`src/rtl/io_pkg.sv`:
```
// Shared definitions for the UART transmitter: register offsets, STATUS layout, FSM states.
package io_pkg;

  localparam int unsigned DIV_W = 16;

  localparam logic [1:0] OFF_DATA   = 2'd0;
  localparam logic [1:0] OFF_STATUS = 2'd1;
  localparam logic [1:0] OFF_DIV    = 2'd2;
  localparam logic [1:0] OFF_RSVD   = 2'd3;

  // Bit of a STATUS write that clears the sticky overflow flag.
  localparam int unsigned STAT_OVF_BIT = 3;

  typedef enum logic [1:0] {
    ST_IDLE  = 2'd0,
    ST_START = 2'd1,
    ST_DATA  = 2'd2,
    ST_STOP  = 2'd3
  } tx_state_e;

  // STATUS register image; field order fixes the bit positions.
  typedef struct packed {
    logic [23:0] rsvd;
    logic [3:0]  count;
    logic        overflow;
    logic        empty;
    logic        full;
    logic        tx_active;
  } status_t;

  // A divisor of zero still yields a one-cycle bit period.
  function automatic logic [DIV_W-1:0] eff_period(input logic [DIV_W-1:0] div);
    return (div == '0) ? DIV_W'(1) : div;
  endfunction

endpackage

```
`src/rtl/io_uart_tx_if.sv`:
```
// Memory-mapped peripheral bus used by the UART transmitter.
interface io_uart_tx_if;
  logic        sel;
  logic [31:0] mem_addr;
  logic        mem_rstrb;
  logic [31:0] mem_wdata;
  logic [3:0]  mem_wmask;
  logic [31:0] mem_rdata;
  logic        mem_rbusy;

  modport master (
    output sel, mem_addr, mem_rstrb, mem_wdata, mem_wmask,
    input  mem_rdata, mem_rbusy
  );

  modport slave (
    input  sel, mem_addr, mem_rstrb, mem_wdata, mem_wmask,
    output mem_rdata, mem_rbusy
  );
endinterface

```
`src/rtl/sync_fifo.sv`:
```
// Single-clock show-ahead FIFO; power-of-two depth so pointers wrap naturally.
module sync_fifo #(
  parameter int unsigned WIDTH = 8,
  parameter int unsigned DEPTH = 4
) (
  input  logic                         clk,
  input  logic                         rst_n,
  input  logic                         push,
  input  logic [WIDTH-1:0]             wdata,
  input  logic                         pop,
  output logic [WIDTH-1:0]             rdata,
  output logic                         full,
  output logic                         empty,
  output logic [$clog2(DEPTH+1)-1:0]   count
);

  localparam int unsigned AW = (DEPTH > 1) ? $clog2(DEPTH) : 1;
  localparam int unsigned CW = $clog2(DEPTH + 1);

  logic [WIDTH-1:0] mem_q [DEPTH];
  logic [AW-1:0]    wr_ptr_q;
  logic [AW-1:0]    rd_ptr_q;
  logic [CW-1:0]    count_q;
  logic [CW-1:0]    count_n;
  logic             full_q;
  logic             empty_q;
  logic             do_push;
  logic             do_pop;

  // A push into a full FIFO is still taken when a pop frees a slot this cycle.
  assign do_pop  = pop && !empty_q;
  assign do_push = push && (!full_q || do_pop);

  // Next occupancy.
  always_comb begin
    count_n = count_q;
    if (do_push && !do_pop) begin
      count_n = count_q + CW'(1);
    end else if (!do_push && do_pop) begin
      count_n = count_q - CW'(1);
    end
  end

  // Storage array; contents are don't-care until written.
  always_ff @(posedge clk) begin
    if (do_push) begin
      mem_q[wr_ptr_q] <= wdata;
    end
  end

  // Pointers, occupancy and flags.
  always_ff @(posedge clk or negedge rst_n) begin
    if (!rst_n) begin
      wr_ptr_q <= '0;
      rd_ptr_q <= '0;
      count_q  <= '0;
      full_q   <= 1'b0;
      empty_q  <= 1'b1;
    end else begin
      if (do_push) wr_ptr_q <= wr_ptr_q + AW'(1);
      if (do_pop)  rd_ptr_q <= rd_ptr_q + AW'(1);
      count_q <= count_n;
      full_q  <= (count_n == CW'(DEPTH));
      empty_q <= (count_n == '0);
    end
  end

  assign rdata = mem_q[rd_ptr_q];
  assign full  = full_q;
  assign empty = empty_q;
  assign count = count_q;

endmodule

```
`src/rtl/io_uart_tx.sv`:
```
// Memory-mapped 8N1 UART transmitter with a small transmit FIFO and programmable divisor.
module io_uart_tx
  import io_pkg::*;
#(
  parameter int unsigned DEFAULT_DIV = 104,
  parameter int unsigned FIFO_DEPTH  = 4
) (
  input  logic        clk,
  input  logic        resetn,
  io_uart_tx_if.slave bus,
  output logic        tx,
  output logic        tx_active
);

  localparam int unsigned CNT_W = $clog2(FIFO_DEPTH + 1);

  logic [1:0]        off;
  logic              wr_c;
  logic              rd_c;
  logic              push_c;
  logic              pop_c;
  logic              ovf_clr_c;
  logic              div_wr_c;
  logic [7:0]        fifo_rdata;
  logic              fifo_full;
  logic              fifo_empty;
  logic [CNT_W-1:0]  fifo_count;
  logic              overflow_q;
  logic [DIV_W-1:0]  div_q;
  logic [31:0]       rdata_q;
  logic [31:0]       rdata_c;
  status_t           status_c;

  tx_state_e         state_q, state_n;
  logic [DIV_W-1:0]  cyc_q, cyc_n;
  logic [DIV_W-1:0]  per_q, per_n;
  logic [2:0]        bit_q, bit_n;
  logic [7:0]        sh_q, sh_n;
  logic              tx_q, tx_n;
  logic              act_q;
  logic              bit_end_c;

  wire unused_bus_bits = &{1'b0, bus.mem_addr[31:4], bus.mem_addr[1:0],
                           bus.mem_wdata[31:16], bus.mem_wmask[3:2]};

  // Bus decode.
  assign off       = bus.mem_addr[3:2];
  assign wr_c      = bus.sel && (bus.mem_wmask != 4'b0000);
  assign rd_c      = bus.sel && bus.mem_rstrb;
  assign push_c    = wr_c && (off == OFF_DATA) && bus.mem_wmask[0];
  assign ovf_clr_c = wr_c && (off == OFF_STATUS) && bus.mem_wmask[0] && bus.mem_wdata[STAT_OVF_BIT];
  assign div_wr_c  = wr_c && (off == OFF_DIV);

  sync_fifo #(
    .WIDTH (8),
    .DEPTH (FIFO_DEPTH)
  ) u_fifo (
    .clk   (clk),
    .rst_n (resetn),
    .push  (push_c),
    .wdata (bus.mem_wdata[7:0]),
    .pop   (pop_c),
    .rdata (fifo_rdata),
    .full  (fifo_full),
    .empty (fifo_empty),
    .count (fifo_count)
  );

  // Read data mux.
  always_comb begin
    status_c           = '0;
    status_c.count     = 4'(fifo_count);
    status_c.overflow  = overflow_q;
    status_c.empty     = fifo_empty;
    status_c.full      = fifo_full;
    status_c.tx_active = act_q;
    rdata_c            = '0;
    case (off)
      OFF_STATUS: rdata_c = status_c;
      OFF_DIV:    rdata_c = {16'b0, div_q};
      OFF_DATA:   rdata_c = '0;
      OFF_RSVD:   rdata_c = '0;
      default:    rdata_c = '0;
    endcase
  end

  // Control registers and registered read data.
  always_ff @(posedge clk or negedge resetn) begin
    if (!resetn) begin
      overflow_q <= 1'b0;
      div_q      <= DIV_W'(DEFAULT_DIV);
      rdata_q    <= '0;
    end else begin
      if (push_c && fifo_full && !pop_c) begin
        overflow_q <= 1'b1;
      end else if (ovf_clr_c) begin
        overflow_q <= 1'b0;
      end
      if (div_wr_c && bus.mem_wmask[0]) div_q[7:0]  <= bus.mem_wdata[7:0];
      if (div_wr_c && bus.mem_wmask[1]) div_q[15:8] <= bus.mem_wdata[15:8];
      if (rd_c) rdata_q <= rdata_c;
    end
  end

  // The current bit period length is captured at each bit start, so DIV writes apply at the next boundary.
  assign bit_end_c = (cyc_q == (per_q - DIV_W'(1)));

  // Transmit FSM next-state and line value.
  always_comb begin
    state_n = state_q;
    cyc_n   = cyc_q;
    per_n   = per_q;
    bit_n   = bit_q;
    sh_n    = sh_q;
    tx_n    = tx_q;
    pop_c   = 1'b0;
    unique case (state_q)
      ST_IDLE: begin
        tx_n = 1'b1;
        if (!fifo_empty) begin
          pop_c   = 1'b1;
          state_n = ST_START;
          sh_n    = fifo_rdata;
          cyc_n   = '0;
          per_n   = eff_period(div_q);
          tx_n    = 1'b0;
        end
      end
      ST_START: begin
        if (bit_end_c) begin
          state_n = ST_DATA;
          bit_n   = '0;
          cyc_n   = '0;
          per_n   = eff_period(div_q);
          tx_n    = sh_q[0];
        end else begin
          cyc_n = cyc_q + DIV_W'(1);
        end
      end
      ST_DATA: begin
        if (bit_end_c) begin
          cyc_n = '0;
          per_n = eff_period(div_q);
          if (bit_q == 3'd7) begin
            state_n = ST_STOP;
            tx_n    = 1'b1;
          end else begin
            bit_n = bit_q + 3'd1;
            sh_n  = {1'b0, sh_q[7:1]};
            tx_n  = sh_q[1];
          end
        end else begin
          cyc_n = cyc_q + DIV_W'(1);
        end
      end
      ST_STOP: begin
        if (bit_end_c) begin
          cyc_n = '0;
          if (!fifo_empty) begin
            pop_c   = 1'b1;
            state_n = ST_START;
            sh_n    = fifo_rdata;
            per_n   = eff_period(div_q);
            tx_n    = 1'b0;
          end else begin
            state_n = ST_IDLE;
            tx_n    = 1'b1;
          end
        end else begin
          cyc_n = cyc_q + DIV_W'(1);
        end
      end
      default: begin
        state_n = ST_IDLE;
        tx_n    = 1'b1;
      end
    endcase
  end

  // Transmit FSM state register; reset aborts any frame and idles the line.
  always_ff @(posedge clk or negedge resetn) begin
    if (!resetn) begin
      state_q <= ST_IDLE;
      cyc_q   <= '0;
      per_q   <= DIV_W'(1);
      bit_q   <= '0;
      sh_q    <= '0;
      tx_q    <= 1'b1;
      act_q   <= 1'b0;
    end else begin
      state_q <= state_n;
      cyc_q   <= cyc_n;
      per_q   <= per_n;
      bit_q   <= bit_n;
      sh_q    <= sh_n;
      tx_q    <= tx_n;
      act_q   <= (state_n != ST_IDLE);
    end
  end

  assign tx            = tx_q;
  assign tx_active     = act_q;
  assign bus.mem_rdata = rdata_q;
  assign bus.mem_rbusy = 1'b0;

endmodule

```
`src/flat_wrapper.sv`:
```
// flat-port wrapper written by rule: the top's interface ports become plain ports
module io_uart_tx_flat import io_pkg::*;
#(
  parameter int unsigned DEFAULT_DIV = 104,
  parameter int unsigned FIFO_DEPTH  = 4
)
  (clk, resetn, tx, tx_active, bus_sel, bus_mem_addr, bus_mem_rstrb, bus_mem_wdata, bus_mem_wmask, bus_mem_rdata, bus_mem_rbusy);
  io_uart_tx_if bus_i ();
  input  logic clk;
  input  logic resetn;
  output logic tx;
  output logic tx_active;
  input wire logic [$bits(bus_i.sel)-1:0] bus_sel;
  input wire logic [$bits(bus_i.mem_addr)-1:0] bus_mem_addr;
  input wire logic [$bits(bus_i.mem_rstrb)-1:0] bus_mem_rstrb;
  input wire logic [$bits(bus_i.mem_wdata)-1:0] bus_mem_wdata;
  input wire logic [$bits(bus_i.mem_wmask)-1:0] bus_mem_wmask;
  output wire logic [$bits(bus_i.mem_rdata)-1:0] bus_mem_rdata;
  output wire logic [$bits(bus_i.mem_rbusy)-1:0] bus_mem_rbusy;
  assign bus_i.sel = bus_sel;
  assign bus_i.mem_addr = bus_mem_addr;
  assign bus_i.mem_rstrb = bus_mem_rstrb;
  assign bus_i.mem_wdata = bus_mem_wdata;
  assign bus_i.mem_wmask = bus_mem_wmask;
  assign bus_mem_rdata = bus_i.mem_rdata;
  assign bus_mem_rbusy = bus_i.mem_rbusy;
  io_uart_tx #(.DEFAULT_DIV(DEFAULT_DIV), .FIFO_DEPTH(FIFO_DEPTH)) u_core (.clk(clk), .resetn(resetn), .bus(bus_i), .tx(tx), .tx_active(tx_active));
endmodule
```
`config.mk`:
```
export PLATFORM = sky130hd
export DESIGN_NAME = io_uart_tx_flat
export DESIGN_NICKNAME = d
export VERILOG_FILES = /design/src/rtl/io_pkg.sv /design/src/rtl/io_uart_tx_if.sv /design/src/rtl/sync_fifo.sv /design/src/rtl/io_uart_tx.sv /design/src/flat_wrapper.sv
export SDC_FILE = /design/constraint.sdc
export NUM_CORES = 1
export LEC_CHECK = 0
export BUFFER_PORTS_ARGS = -buffer_cell sky130_fd_sc_hd__buf_2
export CAP_MARGIN = 10
export CELL_PAD_IN_SITES_DETAIL_PLACEMENT = 0
export CELL_PAD_IN_SITES_GLOBAL_PLACEMENT = 2
export CORE_MARGIN = 1
export CORE_UTILIZATION = 23
export CTS_BUF_LIST = sky130_fd_sc_hd__clkbuf_8
export DETAILED_ROUTE_END_ITERATION = 8
export PLACE_DENSITY = 0.57
export SLEW_MARGIN = 20
export SYNTH_ARGS = -nofsm -noshare
export SYNTH_HDL_FRONTEND = slang
export SYNTH_HIERARCHICAL = 1
export SYNTH_SLANG_ARGS = --single-unit
```
`constraint.sdc`:
```
create_clock -name clk -period 11.5 [get_ports clk]
set_input_delay 0 -clock clk [delete_from_list [all_inputs] [get_ports clk]]
set_output_delay 0 -clock clk [all_outputs]
set_load 0.005 [all_outputs]
```
==> results.md, run 1 <==
* Top_reg_cell synth: dfrtp_1
* Final setup margin at 6580 ps
* Status: finished, final reports clean
* Reg2reg start: u_core/per_q[0]$_DFFE_PN1P_
* Die area at 27800 sq um
* Dpl cells at 861
* Post-CTS setup buffers at 0
* Flop pwr share at 42.6%
* Die span in x at 167 microns
* GPL Wtd Cong at 0.753
* Initial antenna violation count at 0
* Synth Register Bits at 121
* Slew Limit Fails at 0
* Detailed-route wire length per cell at 15.5 microns
* Worst vdd ir at 0.0000958 V
* FFs w/ async S/R, synth at 73.6%
* TritonRoute pass-1 iters at 4
* Post-route ant nets at 0
* Comb power frac at 34.2%
* Post-Syn Area at 6230 sq um
* CP startpoint: u_core/per_q[0]$_DFFE_PN1P_
* Antenna diode count at 0
* CTS Sinks at 121
* Crit Path Max Fanout at 14
* Unrepaired setup endpoints after global routing: no
* CP arrival at 4990 ps
* Pwr dens at 215 nW/um^2
* Layout area overhead at 17.0%
* Non-filler instance count after layout at 915
* Vias in the first global route at 4164
* Top cell type's share of synthesized area at 33.3%
* Area leader, netlist: dfrtp_1
* Setup WS pre-CTS at 6570 ps
* Syn Inst Count at 503
* Pint at 1.01 mW
* Cell variety after synth at 75
* # port buffers at 41
* Total routed wirelength at 14200 microns
* DRT iter0 DRCs at 205
* Largest cells by area after synthesis: dfrtp_1 (33%), edfxtp_1 (15%), mux2_2 (5.6%)
* Vias per cell at 4.57
* Final setup violation count at 0
* Grt total ovfl at 0
* Crit. End Element: flop
* Initial Util at 23.7%
* Critical path class: reg -> reg
* Global-route wire length before repair at 22900 microns
* Seq/Total Area, Yosys at 51.3%
* CTS tree: yes
* Fmax at 203 MHz
* Final hold vios at 0
* Reg2reg setup slack at 6580 ps
* Post-Syn Area per Cell at 12.4 sq um
* Worst-margin pin slew at 955 ps
* Worst r2r dst: u_core/u_fifo/mem_q[1][7]$_DFFE_PP_
* Fill cells at 2692
* Clock Skews at 12.2 ps
* Longest Clk Path Bufs at 2
* Switching pwr at 0.554 mW
* Fraction of layout cells with a size suffix above 1 at 25.7%
* WP data required at 11570 ps
* Switching fraction of total power at 35.3%
* Rel. slew slack at 36.1%
* Clock share of power at 23.1%
* CTS clock-pin slew for the worst setup and hold paths at 70 ps
* Critical path capture point: u_core/u_fifo/mem_q[1][7]$_DFFE_PP_
* Setup TNS at 0 ps
* R2R depth at 11
* Vias at 4178
* Core footprint at 26400 sq um
* Final core occ at 27.7%
* H-tree lvl count at 4
* Post-DP HPWL at 9990 microns
* Row cnt at 59
* Number of top-level pins at 107
* Register area at 3200 sq um
* EDFF count, synth at 32
* Global Route Usage Sum at 10.7%
* Fin crit share at 42.8%
* Start point of the worst hold path: bus_mem_addr[3]
* Startpoint types: flop
* HP Class: in -> reg
* Number of remaining DRC errors at 0
* # nets final at 654
* Minimum clock period at 4920 ps
* Largest net degree at the start of global routing at 69
* Cts repair resizes at 0
* Clk root buf: clkbuf_8
* Total of warnings raised by yosys at 6
* Die H at 167 microns
* Leak Pwr at 3.05 nW
* Skew-Pair Late Insertion Delay at 430 ps
* Max-cap violations at 0
* Hold Slack at 76.4 ps
* CTS Buf Count at 17
* Footprint of the multi-input gates at 2800 sq um
[state kept, by name (all words and copies together) (netlist names), 2 cells and up]
signal,flops
u_core/u_fifo/wr_ptr_q,2
u_core/u_fifo/count,3
u_core/state_q,2
u_core/cyc_q,16
u_core/u_fifo/rd_ptr_q,2
u_core/bus.mem_rdata,16
u_core/div_q,16
u_core/per_q,16
u_core/sh_q,8
u_core/u_fifo/mem_q,32
u_core/bit_q,3
[power groups by stage]
stage / Combinational, mW / Clock (mW) / Sequential (mW)
floorplan: 0.468 / 0 / 0.617
global placement: 0.520 / 0 / 0.675
detailed placement: 0.532 / 0 / 0.678
CTS: 0.543 / 0.377 / 0.671
global route: 0.595 / 0.399 / 0.687
finish: 0.537 / 0.363 / 0.669
[Yosys cell counts (2+ instances only)]
master    count
a21o_1        9
a21oi_1       4
a22o_1       10
a22oi_1       8
a31oi_1       8
a32o_1        2
and2_1        4
and3_1        5
buf_2         2
buf_4        19
clkbuf_1     10
dfrtp_1      83
dfstp_2       6
edfxtp_1     32
ha_1         15
inv_1        18
mux2_2       31
mux2_4       18
mux2i_1       5
mux4_2        8
nand2_1      31
nand2b_1      4
nand3_1       7
nand3b_1      3
nand4_1       4
nor2_1       18
nor2b_1       5
nor3_1       10
nor3b_1       6
nor4_1        9
nor4_2        2
o21a_1        3
o21ai_0      18
o21ai_1       7
o22a_1        2
o22ai_1       5
o31a_1        3
or2_2         2
or3_1         2
or4_1         3
or4_4         3
xnor2_1      14
xor2_1       13
[how the worst min path moves through the flow]
| stage | endpoint | slack, ps | cells after the start |
|---|---|---|---|
| after floorplan | u_core/bit_q[0]$_DFFE_PN0P_ | -300 | 0 |
| after global placement | u_core/u_fifo/wr_ptr_q[0]$_DFFE_PN0P_ | -90 | 1 |
| after detailed placement | u_core/u_fifo/wr_ptr_q[1]$_DFFE_PN0P_ | -80 | 1 |
| after CTS | u_core/bus.mem_rdata[6]$_DFFE_PN0P_ | 40 | 4 |
| after global routing | u_core/u_fifo/empty$_DFF_PN1_ | 60 | 2 |
| final | u_core/bus.mem_rdata[6]$_DFFE_PN0P_ | 80 | 4 |
[per-stage QoR]
stage / power [mW] / area (sq um)
floorplan: 1.08 / 6290
global placement: 1.19 / 6700
detailed placement: 1.21 / 6700
CTS: 1.59 / 7290
global route: 1.68 / 7290
finish: 1.57 / 7290
[what timing repair did]
action / CTS / global route
setup endpoints to repair: 0 / 0
hold buffers: 22 / 0
hold endpoints to repair: 70 / 0
[critical path, stage by stage (launching register included)]
cell and delay, ps:
dfstp_2 390, inv_1 80, ha_1 190, or3b_2 520
or3b_1 370, o22a_1 200, nor4_2 390, nand3_2 420
o21ai_0 710, nand2b_1 340, a21boi_1 450, and2_1 480
[final cells by class]
class / count / area share (%)
Clock buffer: 17 / 3.21
Clock inverter: 15 / 1.92
Sequential cell: 121 / 43.8
Timing Repair Buffer: 64 / 5.97
Inverter: 18 / 0.926
Tap cell: 335 / 5.75
Multi-Input combinational cell: 345 / 38.4
[layout by cell type, fill, tap and decap left out, types with 15 or more instances in the layout]
master	instances
conb_1	17
buf_2	40
nor2_1	18
ha_1	15
o21ai_0	18
dlygate4sd3_1	22
mux2_2	31
dfrtp_1	83
mux2_4	18
inv_1	22
edfxtp_1	32
nand2_1	31
clkbuf_8	17
[logic make-up after synthesis]
logic type | count (synthesis) | share of synthesized area [%]
other | 1 | 0.0601
AOI/OAI and AO/OA | 95 | 11.3
DFF | 121 | 51.3
muxes | 62 | 13.6
adders and majority gates | 15 | 3.01
and+or+nand+nor | 129 | 12.2
xor gates and xnor gates | 27 | 3.79
buffers and inverters | 53 | 4.78
[metal layers]
layer,vias to the layer above,GRT usage [%],part of all wire [%]
li1,1965,-,-
met1,2090,13.7,47
met2,100,17.2,47
met3,23,2.45,3.8
met4,0,4.55,1.9
met5,-,0,0
Note: power is estimated with default switching activity, not from simulation.
==> run 2, diff against run 1 <==
--- a/config.mk
+++ b/config.mk
@@ -5,6 +5,7 @@
 export SDC_FILE = /design/constraint.sdc
 export NUM_CORES = 1
 export LEC_CHECK = 0
+export ABC_AREA = 1
 export BUFFER_PORTS_ARGS = -buffer_cell sky130_fd_sc_hd__buf_2
 export CAP_MARGIN = 10
 export CELL_PAD_IN_SITES_DETAIL_PLACEMENT = 0
@@ -13,7 +14,7 @@
 export CORE_UTILIZATION = 23
 export CTS_BUF_LIST = sky130_fd_sc_hd__clkbuf_8
 export DETAILED_ROUTE_END_ITERATION = 8
-export PLACE_DENSITY = 0.57
+export PLACE_DENSITY = 0.64
 export SLEW_MARGIN = 20
 export SYNTH_ARGS = -nofsm -noshare
 export SYNTH_HDL_FRONTEND = slang
==> constraint.sdc (replaced) <==
create_clock -name clk -period 4.2 [get_ports clk]
set_input_delay 0 -clock clk [delete_from_list [all_inputs] [get_ports clk]]
set_output_delay 0 -clock clk [all_outputs]
set_load 0.005 [all_outputs]
==> run 2 against run 1 <==
Effect of this change: utilization is essentially flat; clock skew is 5.2 ps higher; fmax grew 53%; critical path type unchanged; first-iteration DRC count increased by 7.3%.
==> results.md, run 2 <==
* Status: finished, final reports clean
* Commonest cells after routing, fill and taps aside: nand2_1 (159), inv_1 (87), dfrtp_1 (83)
* CTS clock-pin slew for the worst setup and hold paths at 70 ps
* Cts repair resizes at 0
* Largest net degree at the start of global routing at 66
* Post-route ant nets at 0
* TritonRoute pass-1 iters at 5
* Cell variety after synth at 43
* Pwr dens at 371 nW/um^2
* Dpl cells at 1155
* Critical path's most frequent cell: nor2_1
* Flop pwr share at 49.1%
* Post-Syn Area at 6480 sq um
* Slowest Stage Delay on Critical Path at 540 ps
* Initial antenna violation count at 0
* GPL Wtd Cong at 0.759
* R2R depth at 18
* Vias per cell at 4.08
* Commonest non-fill, non-tap cell in the layout: nand2_1
* # nets final at 904
* Top cells by count, synth: nand2_1 (159), inv_1 (85), dfrtp_1 (83), nor2_1 (70), o21ai_0 (50)
* Setup TNS at 0 ps
* Antenna diode count at 0
* Initial Util at 23.3%
* Die span in x at 170 microns
* Number of top-level pins at 107
* Post-Syn Area per Cell at 8.70 sq um
* Crit-path leading delay family: simple AND/OR/NAND/NOR gates
* Non-filler instance count after layout at 1208
* Worst r2r dst: u_core/u_fifo/mem_q[0][2]$_DFFE_PP_
* Fill cells at 3039
* Minimum clock period at 3210 ps
* Worst-margin pin slew at 931 ps
* Most frequent cell after synthesis: nand2_1
* Rel. slew slack at 38.0%
* Area leader, netlist: dfrtp_1
* Critical Path, Cell by Cell: inv_2, ha_1, xor2_1, nand2_1, nor2_1, nand3_1, nor2_1, nand2_1, nor2_1, nand3_1, o21ai_0, nand2_1, inv_1, inv_2, nor2_4, o21ai_2, nor2_1, buf_4
* CTS Buf Count at 17
* Longest Clk Path Bufs at 2
* EDFF count, synth at 32
* Vias at 4934
* Number of remaining DRC errors at 0
* Post-DP HPWL at 11700 microns
* Startpoint types: flop
* Switching pwr at 0.813 mW
* Die H at 170 microns
* Clock share of power at 38.5%
* Largest register FFs at 32
* Row cnt at 61
* H-tree lvl count at 4
* Worst vdd ir at 0.000170 V
* HP Class: in -> reg
* Crit. End Element: flop
* Fraction of layout cells with a size suffix above 1 at 17.8%
* CTS Sinks at 121
* Seq/Total Area, Yosys at 49.3%
* Top cell type's share of synthesized area at 32.0%
* FFs w/ async S/R, synth at 73.6%
* Reg2reg start: u_core/per_q[0]$_DFFE_PN1P_
* Global Route Usage Sum at 12.1%
* Comb power frac at 12.3%
* Core footprint at 27800 sq um
* Largest Register: u_core/u_fifo/mem_q
* Switching fraction of total power at 28.5%
* Start point of the worst hold path: bus_mem_addr[2]
* Hold EP: u_core/overflow_q$_DFFE_PN0P_
* Hold Crit Depth at 5
* Fin crit share at 76.5%
* Final hold vios at 0
* CP max-delay cell: dfstp_2
* Total of warnings raised by yosys at 6
* Clk root buf: clkbuf_8
* Slew Limit Fails at 0
* WP data required at 4340 ps
* Final setup violation count at 0
* Global-route wire length before repair at 26800 microns
* Post-CTS setup buffers at 0
* Skew-Pair Late Insertion Delay at 450 ps
* Critical path class: reg -> reg
* DRT iter0 DRCs at 220
* Buf/Inv on CP at 4
* Layout area overhead at 18.6%
* Synth Register Bits at 121
* Fmax at 311 MHz
* Vias in the first global route at 4962
* Clock Skews at 17.4 ps
* Pint at 2.04 mW
* CTS tree: yes
* Unrepaired setup endpoints after global routing: no
* Hold_buf cts at 21
* Largest cells by area after synthesis: dfrtp_1 (32%), edfxtp_1 (15%), nand2_1 (9.2%)
* Max-cap violations at 0
* Die area at 28900 sq um
* # port buffers at 43
* Crit Path Max Fanout at 8
* Total routed wirelength at 16100 microns
* Leak Pwr at 3.40 nW
* Reg2reg setup slack at 990 ps
* Top_reg_cell synth: dfrtp_1
* Detailed-route wire length per cell at 13.3 microns
* Grt total ovfl at 0
* Syn Inst Count at 745
* CP arrival at 3350 ps
## run 2: cell types whose count changed after synthesis, sizes merged, moves of 10 or more
cell,before,now
nor4,12,2
nand3,8,47
inv,18,90
o22ai,5,19
a21oi,4,18
a22o,10,0
nor2,18,85
o21ai,25,72
nand2,31,174
mux2,49,0
## run 2: routing by layer
| metal | GRT usage [%] | vias to the layer above | share of wire [%] |
|---|---|---|---|
| li1 | - | 2544 | - |
| met1 | 16.8 | 2305 | 52 |
| met2 | 18.7 | 68 | 44 |
| met3 | 2.51 | 17 | 3.0 |
| met4 | 3.96 | 0 | 1.3 |
| met5 | 0 | - | 0 |
## run 2: how the worst max path moves through the flow
stage	start	to	slack, ps	cells past startpoint
CTS	u_core/per_q[0]$_DFFE_PN1P_	u_core/u_fifo/mem_q[3][2]$_DFFE_PP_	920	18
global placement	u_core/per_q[0]$_DFFE_PN1P_	u_core/u_fifo/mem_q[0][6]$_DFFE_PP_	910	18
finish	u_core/per_q[0]$_DFFE_PN1P_	u_core/u_fifo/mem_q[0][2]$_DFFE_PP_	990	18
detailed placement	u_core/per_q[0]$_DFFE_PN1P_	u_core/u_fifo/mem_q[3][1]$_DFFE_PP_	940	18
floorplan	u_core/per_q[0]$_DFFE_PN1P_	u_core/u_fifo/mem_q[0][0]$_DFFE_PP_	1240	17
global route	u_core/per_q[0]$_DFFE_PN1P_	u_core/u_fifo/mem_q[2][1]$_DFFE_PP_	600	18
## run 2: final cells by class
| cell class | count | area [sq um] | share of cell area (%) |
|---|---|---|---|
| inverters | 90 | 338 | 4.39 |
| repair buffers | 72 | 488 | 6.35 |
| multi-input cells | 515 | 2780 | 36.1 |
| well taps | 378 | 473 | 6.15 |
| clock inverters | 15 | 180 | 2.34 |
| flip-flops and latches | 121 | 3200 | 41.6 |
| clock buffers | 17 | 234 | 3.04 |
## run 2: kinds of logic after synthesis
logic type	count (synthesis)	synth area share (%)
and+or+nand+nor	333	23.8
buffers and inverters	125	8.75
AOI/OAI and AO/OA	123	11.5
DFF	121	49.3
xor gates and xnor gates	27	3.65
adders and majority gates	15	2.90
other	1	0.0579
## run 2: worst min-delay path: stages
cell	delay [ps]
buf_2	100
nor4_1	50
buf_4	160
nand3_1	90
nand2_1	50
## run 2: metrics by stage
step / cell area (sq um) / hold WS [ps] / utilization [%] / worst slack (ps) / total power [mW]
floorplan: 6540 / -296 / - / 1240 / 1.63
global placement: 7060 / 192 / 25.4 / 915 / 1.77
CTS: 7690 / 21.6 / 27.7 / 921 / 2.90
finish: 7690 / 42.5 / 27.7 / 989 / 2.85
global route: 7690 / 55.7 / 27.7 / 599 / 3.02
detailed placement: 7060 / 185 / 25.4 / 936 / 1.77
## run 2: power by group through the flow
stage          combinational [mW]  sequential [mW]  clock (mW)
2_1_floorplan               0.235             1.39           0
3_3_place_gp                0.343             1.43           0
3_5_place_dp                0.344             1.42           0
4_1_cts                     0.362             1.40        1.13
5_1_grt                     0.412             1.41        1.19
6_report                    0.351             1.40        1.10
==> run 3, diff against run 2 <==
==> constraint.sdc (replaced) <==
create_clock -name clk -period 2.9 [get_ports clk]
set_input_delay 0 -clock clk [delete_from_list [all_inputs] [get_ports clk]]
set_output_delay 0 -clock clk [all_outputs]
set_load 0.005 [all_outputs]
==> run 3 against run 2 <==
Effect of this change: combinational power increased by 54%; clock skew increased by 1.1 ps; sequential share of layout area decreased by 1.9 points; die area unchanged; critical path depth unchanged; sequential power increased by 44%; critical endpoint is now u_core/u_fifo/mem_q[0][1]$_DFFE_PP_; largest power group unchanged; highest routed layer unchanged.
==> results.md, run 3 (same netlist as run 2, synthesis figures left out) <==
* Status: finished, final reports clean
* Power Total at 4.18 mW
* DRT iter0 DRCs at 234
* Vias in the first global route at 5198
* Initial Util at 23.3%
* Post-route ant nets at 0
* Crit. End Element: flop
* Unrepaired setup endpoints after global routing: yes
* CTS Sinks at 121
* Core footprint at 27800 sq um
* Total routed wirelength at 16300 microns
* Initial antenna violation count at 0
* Post-DP HPWL at 11900 microns
* Worst r2r dst: u_core/u_fifo/mem_q[0][1]$_DFFE_PP_
* Largest Register: u_core/u_fifo/mem_q
* CTS clock-pin slew for the worst setup and hold paths at 80 ps
* Worst vdd ir at 0.000459 V
* Die H at 170 microns
* Minimum clock period at 2820 ps
* Detailed-route wire length per cell at 13.1 microns
* Vias at 5069
* Slew Limit Fails at 0
* Grt total ovfl at 0
* Number of remaining DRC errors at 0
* CTS Buf Count at 17
* Dpl cells at 1180
* Leak Pwr at 3.59 nW
* Antenna diode count at 0
* Number of top-level pins at 107
* Critical path class: reg -> reg
* Fin crit share at 97.3%
* DP Area at 7280 sq um
* Max-cap violations at 0
* Setup WS pre-CTS at -61.8 ps
* Non-filler instance count after layout at 1243
* Worst-margin pin slew at 630 ps
* Pwr dens at 520 nW/um^2
* Final core occ at 29.0%
* Final setup margin at 77.3 ps
* WP data required at 3040 ps
* Row cnt at 61
* HP Class: in -> reg
* Final setup violation count at 0
* # port buffers at 43
* Final hold vios at 0
* Die area at 28900 sq um
* Clock Skews at 18.5 ps
* TritonRoute pass-1 iters at 4
* H-tree lvl count at 4
* Global Route Usage Sum at 12.2%
* CTS tree: yes
* Critical path capture point: u_core/u_fifo/mem_q[0][1]$_DFFE_PP_
* Vias per cell at 4.08
* # nets final at 939
* Commonest cells after routing, fill and taps aside: nand2_1 (156), inv_1 (84), dfrtp_1 (83)
* Global-route wire length before repair at 27300 microns
* Fraction of layout cells with a size suffix above 1 at 22.8%
* Largest net degree at the start of global routing at 55
* Startpoint types: flop
* Layout area overhead at 24.2%
* Die span in x at 170 microns
* GPL Wtd Cong at 0.753
* Rel. slew slack at 57.5%
* Hold Slack at 48.9 ps
* Clk root buf: clkbuf_8
* Skew-Pair Late Insertion Delay at 440 ps
* CP arrival at 2960 ps
* Fmax at 354 MHz
* Setup TNS at 0 ps
* Commonest non-fill, non-tap cell in the layout: nand2_1
* Reg2reg setup slack at 80 ps
* CP startpoint: u_core/per_q[0]$_DFFE_PN1P_
* Fill cells at 3052
* Design Area, Final at 8050 sq um
* Longest Clk Path Bufs at 2
* Largest register FFs at 32
* R2R depth at 18
* Reg2reg start: u_core/per_q[0]$_DFFE_PN1P_
* Crit Path Max Fanout at 8
## run 3: critical path, stage by stage (launching register included)
cell     delay, ps
dfstp_2        540
inv_2           50
ha_4           270
xor2_2         150
nand2_1         70
nor2_1          80
nand3_1         70
nor2_1          90
nand2_1         90
nor2_2         140
nand3_2         90
o21ai_2        160
nand2_2        100
inv_2           70
inv_2           40
nor2_4         110
o21ai_4         90
nor2_1         110
buf_4          170
## run 3: worst min-delay path by stage
stage                    start                            end  slack (ps)  cells past startpoint
2_1_floorplan           resetn    u_core/bit_q[0]$_DFFE_PN0P_        -300                      0
3_3_place_gp            resetn     u_core/sh_q[4]$_DFFE_PN0P_          20                      1
3_5_place_dp            resetn     u_core/sh_q[3]$_DFFE_PN0P_          20                      1
4_1_cts        bus_mem_addr[2]  u_core/overflow_q$_DFFE_PN0P_        0.09                      5
5_1_grt        bus_mem_addr[2]  u_core/overflow_q$_DFFE_PN0P_          50                      5
6_report       bus_mem_addr[2]  u_core/overflow_q$_DFFE_PN0P_          50                      5
## run 3: area by class of cell
cell class | instances | area [sq um] | area share [%]
multi-input combinational | 515 | 2850 | 35.4
clock buffer | 17 | 234 | 2.91
inverter | 90 | 338 | 4.20
timing repair buffer | 107 | 783 | 9.73
sequential | 121 | 3200 | 39.7
tap | 378 | 473 | 5.87
clock inverter | 15 | 176 | 2.19
## run 3: where the power goes
group / internal [mW] / leakage (nW) / switching, mW / total, mW
sequential: 1.91 / 1.33 / 0.117 / 2.02
clock: 0.802 / 0.211 / 0.818 / 1.62
combinational: 0.208 / 2.05 / 0.331 / 0.540
## run 3: per-layer routing
metal / wire length (microns) / vias to the layer above / track usage, %
met3: 433 / 15 / 2.65
met5: 0 / - / 0
met4: 194 / 0 / 3.92
li1: - / 2621 / -
met1: 8320 / 2344 / 16.6
met2: 7380 / 89 / 19.3
## run 3: repair_timing
item,in CTS,in global routing
endpoints found under the hold margin,99,0
setup buffers,8,2
gates cloned,0,0
setup endpoints to repair,34,52
gates resized for setup,4,17
hold buffers,21,0
pin swaps,1,9
